## src/rtl/pow8_arb_pkg.sv

```systemverilog
// Shared constants and helpers for the pow8 engine sharing arbiter.
package pow8_arb_pkg;

  localparam int unsigned DATA_W       = 32;
  localparam int unsigned RES_W        = 64;
  localparam int unsigned ENGINE_DEPTH = 3;

  function automatic int unsigned clog2(input int unsigned value);
    int unsigned res;
    int unsigned span;
    res  = 0;
    span = 1;
    while (span < value) begin
      span = span << 1;
      res++;
    end
    return res;
  endfunction

endpackage

```

## src/rtl/pow8_rr_arbiter.sv

```systemverilog
// Round-robin arbiter: first requester at or above ptr_i (with wrap) wins.
module pow8_rr_arbiter
  import pow8_arb_pkg::*;
#(
  parameter int unsigned N_REQ = 4,
  localparam int unsigned IdxW = (clog2(N_REQ) > 0) ? clog2(N_REQ) : 1
) (
  input  logic [N_REQ-1:0] req_i,
  input  logic [IdxW-1:0]  ptr_i,
  output logic [N_REQ-1:0] gnt_o,
  output logic [IdxW-1:0]  idx_o,
  output logic             valid_o
);

  int unsigned cand;
  logic [IdxW-1:0] cand_idx;

  always_comb begin
    gnt_o    = '0;
    idx_o    = '0;
    valid_o  = 1'b0;
    cand     = 0;
    cand_idx = '0;
    for (int unsigned k = 0; k < N_REQ; k++) begin
      cand     = (32'(ptr_i) + k) % N_REQ;
      cand_idx = IdxW'(cand);
      if (!valid_o && req_i[cand_idx]) begin
        valid_o = 1'b1;
        idx_o   = cand_idx;
      end
    end
    if (valid_o) begin
      gnt_o[idx_o] = 1'b1;
    end
  end

endmodule

```

## src/rtl/pow8_share_arb.sv

```systemverilog
// Shares one in-order pow8 engine among N_REQ requesters; an owner-tag FIFO
// steers each engine result back to the requester that issued the operand.
module pow8_share_arb
  import pow8_arb_pkg::*;
#(
  parameter int unsigned N_REQ     = 4,
  parameter int unsigned TAG_DEPTH = 4,
  localparam int unsigned TAG_W    = clog2(N_REQ)
) (
  input  logic                      clk_i,
  input  logic                      rst_i,
  input  logic [N_REQ-1:0]          req_valid_i,
  output logic [N_REQ-1:0]          req_ready_o,
  input  logic [N_REQ*DATA_W-1:0]   req_data_i,
  output logic [N_REQ-1:0]          rsp_valid_o,
  input  logic [N_REQ-1:0]          rsp_ready_i,
  output logic [RES_W-1:0]          rsp_data_o,
  output logic                      e_s_valid_o,
  input  logic                      e_s_ready_i,
  output logic [DATA_W-1:0]         e_s_data_o,
  input  logic                      e_m_valid_i,
  output logic                      e_m_ready_o,
  input  logic [RES_W-1:0]          e_m_data_i,
  output logic                      busy_o,
  output logic                      err_o
);

  localparam int unsigned PtrW = clog2(TAG_DEPTH);
  localparam int unsigned CntW = clog2(TAG_DEPTH + 1);

  logic [TAG_W-1:0] tag_mem_q [TAG_DEPTH];
  logic [PtrW-1:0]  wr_ptr_q, wr_ptr_d, rd_ptr_q, rd_ptr_d;
  logic [CntW-1:0]  count_q, count_d;
  logic [TAG_W-1:0] rr_ptr_q, rr_ptr_d;
  logic             err_q, err_d;

  logic             full, empty, push, pop;
  logic [N_REQ-1:0] gnt;
  logic [TAG_W-1:0] gnt_idx;
  logic             gnt_valid;
  logic [TAG_W-1:0] head;

  pow8_rr_arbiter #(
    .N_REQ (N_REQ)
  ) u_arb (
    .req_i   (req_valid_i),
    .ptr_i   (rr_ptr_q),
    .gnt_o   (gnt),
    .idx_o   (gnt_idx),
    .valid_o (gnt_valid)
  );

  assign full  = (count_q == CntW'(TAG_DEPTH));
  assign empty = (count_q == '0);

  // Issue side: valid never looks at e_s_ready_i.
  assign e_s_valid_o = gnt_valid & ~full;
  assign req_ready_o = gnt & {N_REQ{e_s_ready_i & ~full}};
  assign push        = e_s_valid_o & e_s_ready_i;

  always_comb begin
    e_s_data_o = '0;
    for (int unsigned i = 0; i < N_REQ; i++) begin
      if (gnt_idx == TAG_W'(i)) begin
        e_s_data_o = req_data_i[DATA_W*i +: DATA_W];
      end
    end
  end

  // Return side: the FIFO head owns whatever the engine presents.
  assign head        = tag_mem_q[rd_ptr_q];
  assign e_m_ready_o = rsp_ready_i[head] & ~empty;
  assign rsp_data_o  = e_m_data_i;
  assign pop         = e_m_valid_i & e_m_ready_o;

  always_comb begin
    rsp_valid_o = '0;
    if (e_m_valid_i && !empty) begin
      rsp_valid_o[head] = 1'b1;
    end
  end

  assign busy_o = ~empty;
  assign err_o  = err_q;

  always_comb begin
    wr_ptr_d = wr_ptr_q;
    rd_ptr_d = rd_ptr_q;
    count_d  = count_q;
    rr_ptr_d = rr_ptr_q;
    err_d    = err_q | (e_m_valid_i & empty);
    if (push) begin
      wr_ptr_d = (wr_ptr_q == PtrW'(TAG_DEPTH - 1)) ? '0 : wr_ptr_q + 1'b1;
      rr_ptr_d = (gnt_idx == TAG_W'(N_REQ - 1)) ? '0 : gnt_idx + 1'b1;
    end
    if (pop) begin
      rd_ptr_d = (rd_ptr_q == PtrW'(TAG_DEPTH - 1)) ? '0 : rd_ptr_q + 1'b1;
    end
    case ({push, pop})
      2'b10:   count_d = count_q + 1'b1;
      2'b01:   count_d = count_q - 1'b1;
      default: count_d = count_q;
    endcase
  end

  always_ff @(posedge clk_i) begin
    if (rst_i) begin
      wr_ptr_q <= '0;
      rd_ptr_q <= '0;
      count_q  <= '0;
      rr_ptr_q <= '0;
      err_q    <= 1'b0;
    end else begin
      wr_ptr_q <= wr_ptr_d;
      rd_ptr_q <= rd_ptr_d;
      count_q  <= count_d;
      rr_ptr_q <= rr_ptr_d;
      err_q    <= err_d;
    end
  end

  // Tag storage is only read when count_q says it holds a live entry.
  always_ff @(posedge clk_i) begin
    if (push) begin
      tag_mem_q[wr_ptr_q] <= gnt_idx;
    end
  end

endmodule
```

## config.mk

```make
export PLATFORM = sky130hd
export DESIGN_NAME = pow8_share_arb
export DESIGN_NICKNAME = d
export VERILOG_FILES = /design/src/rtl/pow8_arb_pkg.sv /design/src/rtl/pow8_rr_arbiter.sv /design/src/rtl/pow8_share_arb.sv
export SDC_FILE = /design/constraint.sdc
export NUM_CORES = 1
export LEC_CHECK = 0
export ABC_AREA = 1
export BUFFER_PORTS_ARGS = -buffer_cell sky130_fd_sc_hd__buf_4
export CAP_MARGIN = 20
export CORE_AREA = 2 2 122 124
export CTS_CLUSTER_DIAMETER = 150
export DETAILED_ROUTE_END_ITERATION = 16
export DIE_AREA = 0 0 124 126
export PLACE_DENSITY_LB_ADDON = 0.3
export SYNTH_ARGS = -nofsm -noshare
export SYNTH_HDL_FRONTEND = slang
export SYNTH_SLANG_ARGS = --single-unit
export TNS_END_PERCENT = 100
```

## constraint.sdc

```tcl
create_clock -name clk_i -period 4.5 [get_ports clk_i]
set_input_delay 0.45 -clock clk_i [delete_from_list [all_inputs] [get_ports clk_i]]
set_output_delay 0.45 -clock clk_i [all_outputs]
set_load 0.1 [all_outputs]
```

==> results of run 1 <==
-- cell usage in the layout, fill, tap and decap left out --
cell / synthesis / layout
bufinv_16: 0 / 1
edfxtp_1: 8 / 8
buf_4: 64 / 189
ha_2: 0 / 1
nand3b_1: 1 / 1
a221oi_1: 32 / 32
inv_2: 1 / 1
nor3_1: 4 / 4
nand2_1: 96 / 96
ha_1: 10 / 9
a21oi_1: 4 / 4
nand3_1: 16 / 16
nand2_2: 4 / 4
nor2_4: 2 / 2
o21a_1: 1 / 1
xor2_2: 1 / 1
nor2_2: 3 / 4
dfxtp_1: 12 / 12
fa_1: 1 / 1
inv_1: 37 / 37
inv_4: 1 / 1
o21ai_2: 1 / 1
xnor2_1: 1 / 1
o21ai_1: 1 / 1
o31ai_2: 0 / 32
o211ai_1: 1 / 1
clkbuf_16: 0 / 3
or2_2: 1 / 1
buf_12: 0 / 1
o21ai_0: 4 / 4
clkinv_1: 1 / 1
nor2_1: 53 / 52
nand4_1: 4 / 4
nand3_4: 2 / 2
-- layout make-up --
class,count,area share [%]
clock buffer,3,1.82
clock inverter,1,0.727
timing repair buffer,190,34.8
sequential,20,11.6
inverter,40,3.69
tap,184,5.57
multi-input combinational,275,41.7
-- metal layers --
metal / vias to the layer above / track usage, %
met5: - / 0
met2: 153 / 21.8
met1: 1421 / 14.4
met3: 27 / 6.61
li1: 1573 / -
met4: 0 / 3.30
-- worst max-delay path, stage by stage (launching register included) --
cell	delay, ns
dfxtp_1	0.56
inv_4	0.08
nand2_2	0.07
nand2_2	0.06
nand2_1	0.08
nand2_1	0.11
nor2_4	0.18
nand2_1	0.07
o211ai_1	0.16
nand2_1	0.12
inv_1	0.20
ha_1	0.40
buf_4	0.35
a221oi_1	0.10
o31ai_2	0.22
buf_4	0.33
-- state kept, by name (all words and copies together), names as in the netlist, named ones only --
register / cells
count_q: 3
rr_ptr_q: 2
err_o: 1
wr_ptr_q: 2
tag_mem_q: 8
rd_ptr_q: 2
-- worst min path at each step --
stage | endpoint | slack, ns | cells past startpoint
3_5_place_dp | err_o | 0.46 | 1
3_3_place_gp | err_o | 0.45 | 1
2_1_floorplan | count_q[0] | 0.44 | 1
6_report | err_o | 0.47 | 1
5_1_grt | err_o | 0.49 | 1
4_1_cts | err_o | 0.48 | 1
-- stage by stage --
step	instances	hold WS [ns]
6_report	713	0.471
5_1_grt	713	0.492
4_1_cts	713	0.476
3_5_place_dp	709	0.459
3_3_place_gp	709	0.453
2_1_floorplan	422	0.444
-- logic make-up (layout without fill, tap and decap cells) --
family                   Yosys count  in the layout  share of synthesized area (%)
flip-flops                        20             20                           17.3
XOR/XNOR                           2              2                          0.900
AND/OR/NAND/NOR                  186            186                           28.7
AO/OA/AOI/OAI                     76             76                           21.2
buffers and inverters            127            234                           26.7
adder cells (fa/ha/maj)           11             11                           5.22
==> impl_metrics.ini, run 1 <==
[layout]
fill_cells = 1560
syn_to_final_growth_pct = 48.5
multi_input_area_um2 = 1720
nNetsFinal = 745
diodes = 0
register_area_um2 = 480
postLayoutCellArea_um2 = 4130
utilization_pct = 28.9
drive_above_1_share_pct = 46.1

[synthesis]
synth.most_common_cell = nand2_1
synth_common_cells = nand2_1 (96), buf_4 (64), nor2_1 (53)
async_flop_share_pct = 0
ys_seq_area_share_pct = 17.3
syn_nets = 637
syn_area_um2 = 2780
yosys.area.top_type = buf_4
ys_seq_elements = 20
synth-edff-count = 8
yosys_warnings = 0
synth_top_cell_area_share_pct = 17.3
synthTopCellsByArea = buf_4 (17%), nand2_1 (13%), a221oi_1 (10%)
synth-main-ff-cell = dfxtp_1
syn_area_per_cell_um2 = 6.59
synth_cell_types = 34
netlist_instances = 422

[setup_path]
path_max_fanout = 21
startpoint = rr_ptr_q[0]
crit_required_ns = 4.05
cp-start-kind = flop
critical_path_class = flop to primary output
cp.arrival_ns = 3.34
r2r_slack_ns = 1.80
crit_end = e_s_data_o[18]
reg2reg_to = count_q[2]
timing.rr.start = rr_ptr_q[0]
crit_path_end_kind = primary output
reg2regPathDepth = 15

[placement]
place_congestion = 0.850
dp_hpwl_um = 8830
dpl_cell_area_um2 = 4030
portBuffers = 183
dp_slack_ns = 0.935

[grt]
grt_usage_pct = 12.9
grt_pass1_vias = 3227
grt_overflow = 0
grt_start_max_net_pins = 66
grt_pass1_wl_um = 16100
antenna_found_initial = 0

[detailed_routing]
met2_length_um = 5020
wl_met3_um = 1500
vias = 3174
final_antenna_net_count = 0
avgViaCountPerCell = 4.45
drc = 0
post_drt_wl_per_cell_um = 14.9
drtIter0Drc = 89
drt_wl_total_um = 10600
routed.top_layer = met4
drt-met1-wl_um = 3890
first_pass_iters = 4

[job]
drv_cap = 0

[timing]
rsz0062_at_grt = no
finalMaxSlewViolations = 0
hold_viol = 0
slew_headroom_pct = 72.4
fmax_mhz = 264
fin_ws_ns = 0.707
skew_ns = 0.00220
period_needed_ns = 3.79
finalSetupViolCount = 0
period_share_pct = 84.3
worstMarginPinSlew_ns = 0.413
fin_tns_setup_ns = 0

[floorplan]
core_area_um2 = 14300
io_pins = 312
initial_utilization_pct = 19.4
rows = 44
die_h_um = 126
die-area_um2 = 15600
die_w_um = 124

[clock_tree]
cts_buffer_depth = 2
clk_latency_ns = 0.25
root_buffer = clkbuf_16
htree_levels = 1
clk_pin_slew_worst_paths_ns = 0.06
cts_resized = 0
postCtsSetupBuffers = 0
cts_hold_buf = 0
cts_tree = built
cts_buffers = 3
clock-sinks = 20

[min_path]
min_from = err_o
holdCritPathClass = flop to flop

[status]
outcome = completed
Power of run 1 is left out: the tool's default activity adds up to more than one toggle a clock period on the data nets, which glitch-free logic cannot reach.
==> run 2, diff against run 1 <==
==> constraint.sdc (replaced) <==
create_clock -name clk_i -period 3.4 [get_ports clk_i]
set_input_delay 0.34 -clock clk_i [delete_from_list [all_inputs] [get_ports clk_i]]
set_output_delay 0.34 -clock clk_i [all_outputs]
set_load 0.1 [all_outputs]
==> run 2 against run 1 <==
Worst setup slack lost 0.55 ns; sequential share of layout area shrank 0.44 points; flip-flop and latch count is the same; highest routed layer unchanged; hold slack lost 0.066 ns; register-to-register slack lost 0.93 ns; cell area grew 5.0%; critical path depth is the same; global-route usage grew 0.15 points.
==> impl_metrics.ini, run 2 (synthesis gave the netlist of run 1 again) <==
[status]
outcome = completed

[clock_tree]
clk_pin_slew_worst_paths_ns = 0.06
cts_buffers = 3
htree_levels = 1
clock-sinks = 20
cts_buffer_depth = 2
root_buffer = clkbuf_16
clk_latency_ns = 0.25
cts_tree = built

[floorplan]
die_h_um = 126
die-area_um2 = 15600
rows = 44
io_pins = 312
core_area_um2 = 14300
die_w_um = 124
initial_utilization_pct = 19.4

[detailed_routing]
drc = 0
final_antenna_net_count = 0
post_drt_wl_per_cell_um = 14.8
drt_wl_total_um = 10600
first_pass_iters = 4
drtIter0Drc = 95
avgViaCountPerCell = 4.49
vias = 3212

[timing]
slew_headroom_pct = 70.7
hold_viol = 0
skew_ns = 0.00827
finalMaxSlewViolations = 0
worstMarginPinSlew_ns = 0.440
finalSetupViolCount = 0
rsz0062_at_grt = no
period_share_pct = 95.5
period_needed_ns = 3.25
fmax_mhz = 308
hold_ws_ns = 0.404

[grt]
grt_pass1_wl_um = 16500
grt_usage_pct = 13.1
grt_start_max_net_pins = 47
grt_pass1_vias = 3346
antenna_found_initial = 0
grt_overflow = 0

[placement]
place_congestion = 0.898
portBuffers = 183
dp_hpwl_um = 8810

[setup_path]
crit_family = simple AND/OR/NAND/NOR gates
cp_common_cell = nand2_1
cp.arrival_ns = 2.91
cp-start-kind = flop
crit_chain = inv_4, nand2_2, nand2_2, nand2_1, nand2_1, nor2_4, nand2_1, o211ai_1, nand2_1, ha_1, nor2_2, buf_12, a221oi_1, o31ai_2, buf_6
cp_num_buf_inv = 3
critical_path_class = flop to primary output
slowest_delay_ns = 0.42
crit_path_end_kind = primary output
crit_required_ns = 3.06
slowest_stage = dfxtp_4
path_max_fanout = 32

[layout]
largest_register_ffs = 8
largestRegisters = tag_mem_q x8, count_q x3
layout_commonest_cell = buf_4
fill_cells = 1554
drive_above_1_share_pct = 49.1
final_cell_mix = buf_4 (181), nand2_1 (96), nor2_1 (49)
syn_to_final_growth_pct = 56.0
largest_register = tag_mem_q
diodes = 0
nNetsFinal = 748

[job]
drv_cap = 0

[min_path]
holdCritPathClass = input pin to flop
==> run 2: cell types whose count changed in the layout (fill, tap and decap cells not counted), sizes merged <==
cell / change
buf: +3
clkinvlp: +1
inv: -1
==> run 2: per-layer routing <==
metal  up-vias  global-route usage (%)  part of all wire, %
li1       1584                       -                    -
met1      1449                    15.1                   38
met2       161                    22.5                   48
met3        18                    4.30                   11
met4         0                    4.49                  2.9
met5         -                       0                    0
==> run 2: worst register-to-register path: cells and delay by family, from the launching register on <==
| family | cells | cell delay (ns) |
|---|---|---|
| flops | 1 | 0.42 |
| simple gates | 7 | 0.84 |
| buf+inv | 2 | 0.12 |
| fa+ha+maj | 2 | 0.57 |
| compound gates | 4 | 0.46 |
==> run 2: final cells by class <==
type / instances / area (µm²) / area share, %
Multi-Input combinational cell: 275 / 1840 / 42.4
Timing Repair Buffer: 193 / 1520 / 35.0
Sequential cell: 20 / 485 / 11.2
Tap cell: 184 / 230 / 5.31
Inverter: 40 / 156 / 3.61
Clock buffer: 3 / 75.1 / 1.73
Clock inverter: 1 / 30.0 / 0.692
==> run 2: final timing paths <==
kind | from | endpoint | slack, ns | depth (start not counted)
max reg2reg | rr_ptr_q[0] | count_q[2] | 0.87 | 15
min reg2reg | err_o | err_o | 0.46 | 1
min | e_s_ready_i | wr_ptr_q[0] | 0.40 | 4
max | rr_ptr_q[0] | e_s_data_o[8] | 0.15 | 15
==> run 2: metrics by stage <==
stage	area [µm²]	instances	util (%)	setup slack [ns]	TNS (ns)
global route	4340	716	30.3	0.00866	0
global placement	4150	711	29.0	0.0855	0
CTS	4280	715	29.9	0.0326	0
detailed placement	4150	711	29.0	0.0128	0
finish	4340	716	30.3	0.152	0
floorplan	3020	422	-	-0.430	-10.78
==> run 2: repair_timing <==
item | in CTS | in global routing
setup endpoints to repair | 33 | 32
hold endpoints to repair | 0 | 0
hold buffers | 0 | 0
setup buffers | 0 | 1
pin swaps | 1 | 1
gates cloned | 0 | 0
resized for setup | 10 | 10
Power of run 2 is left out for the same reason.
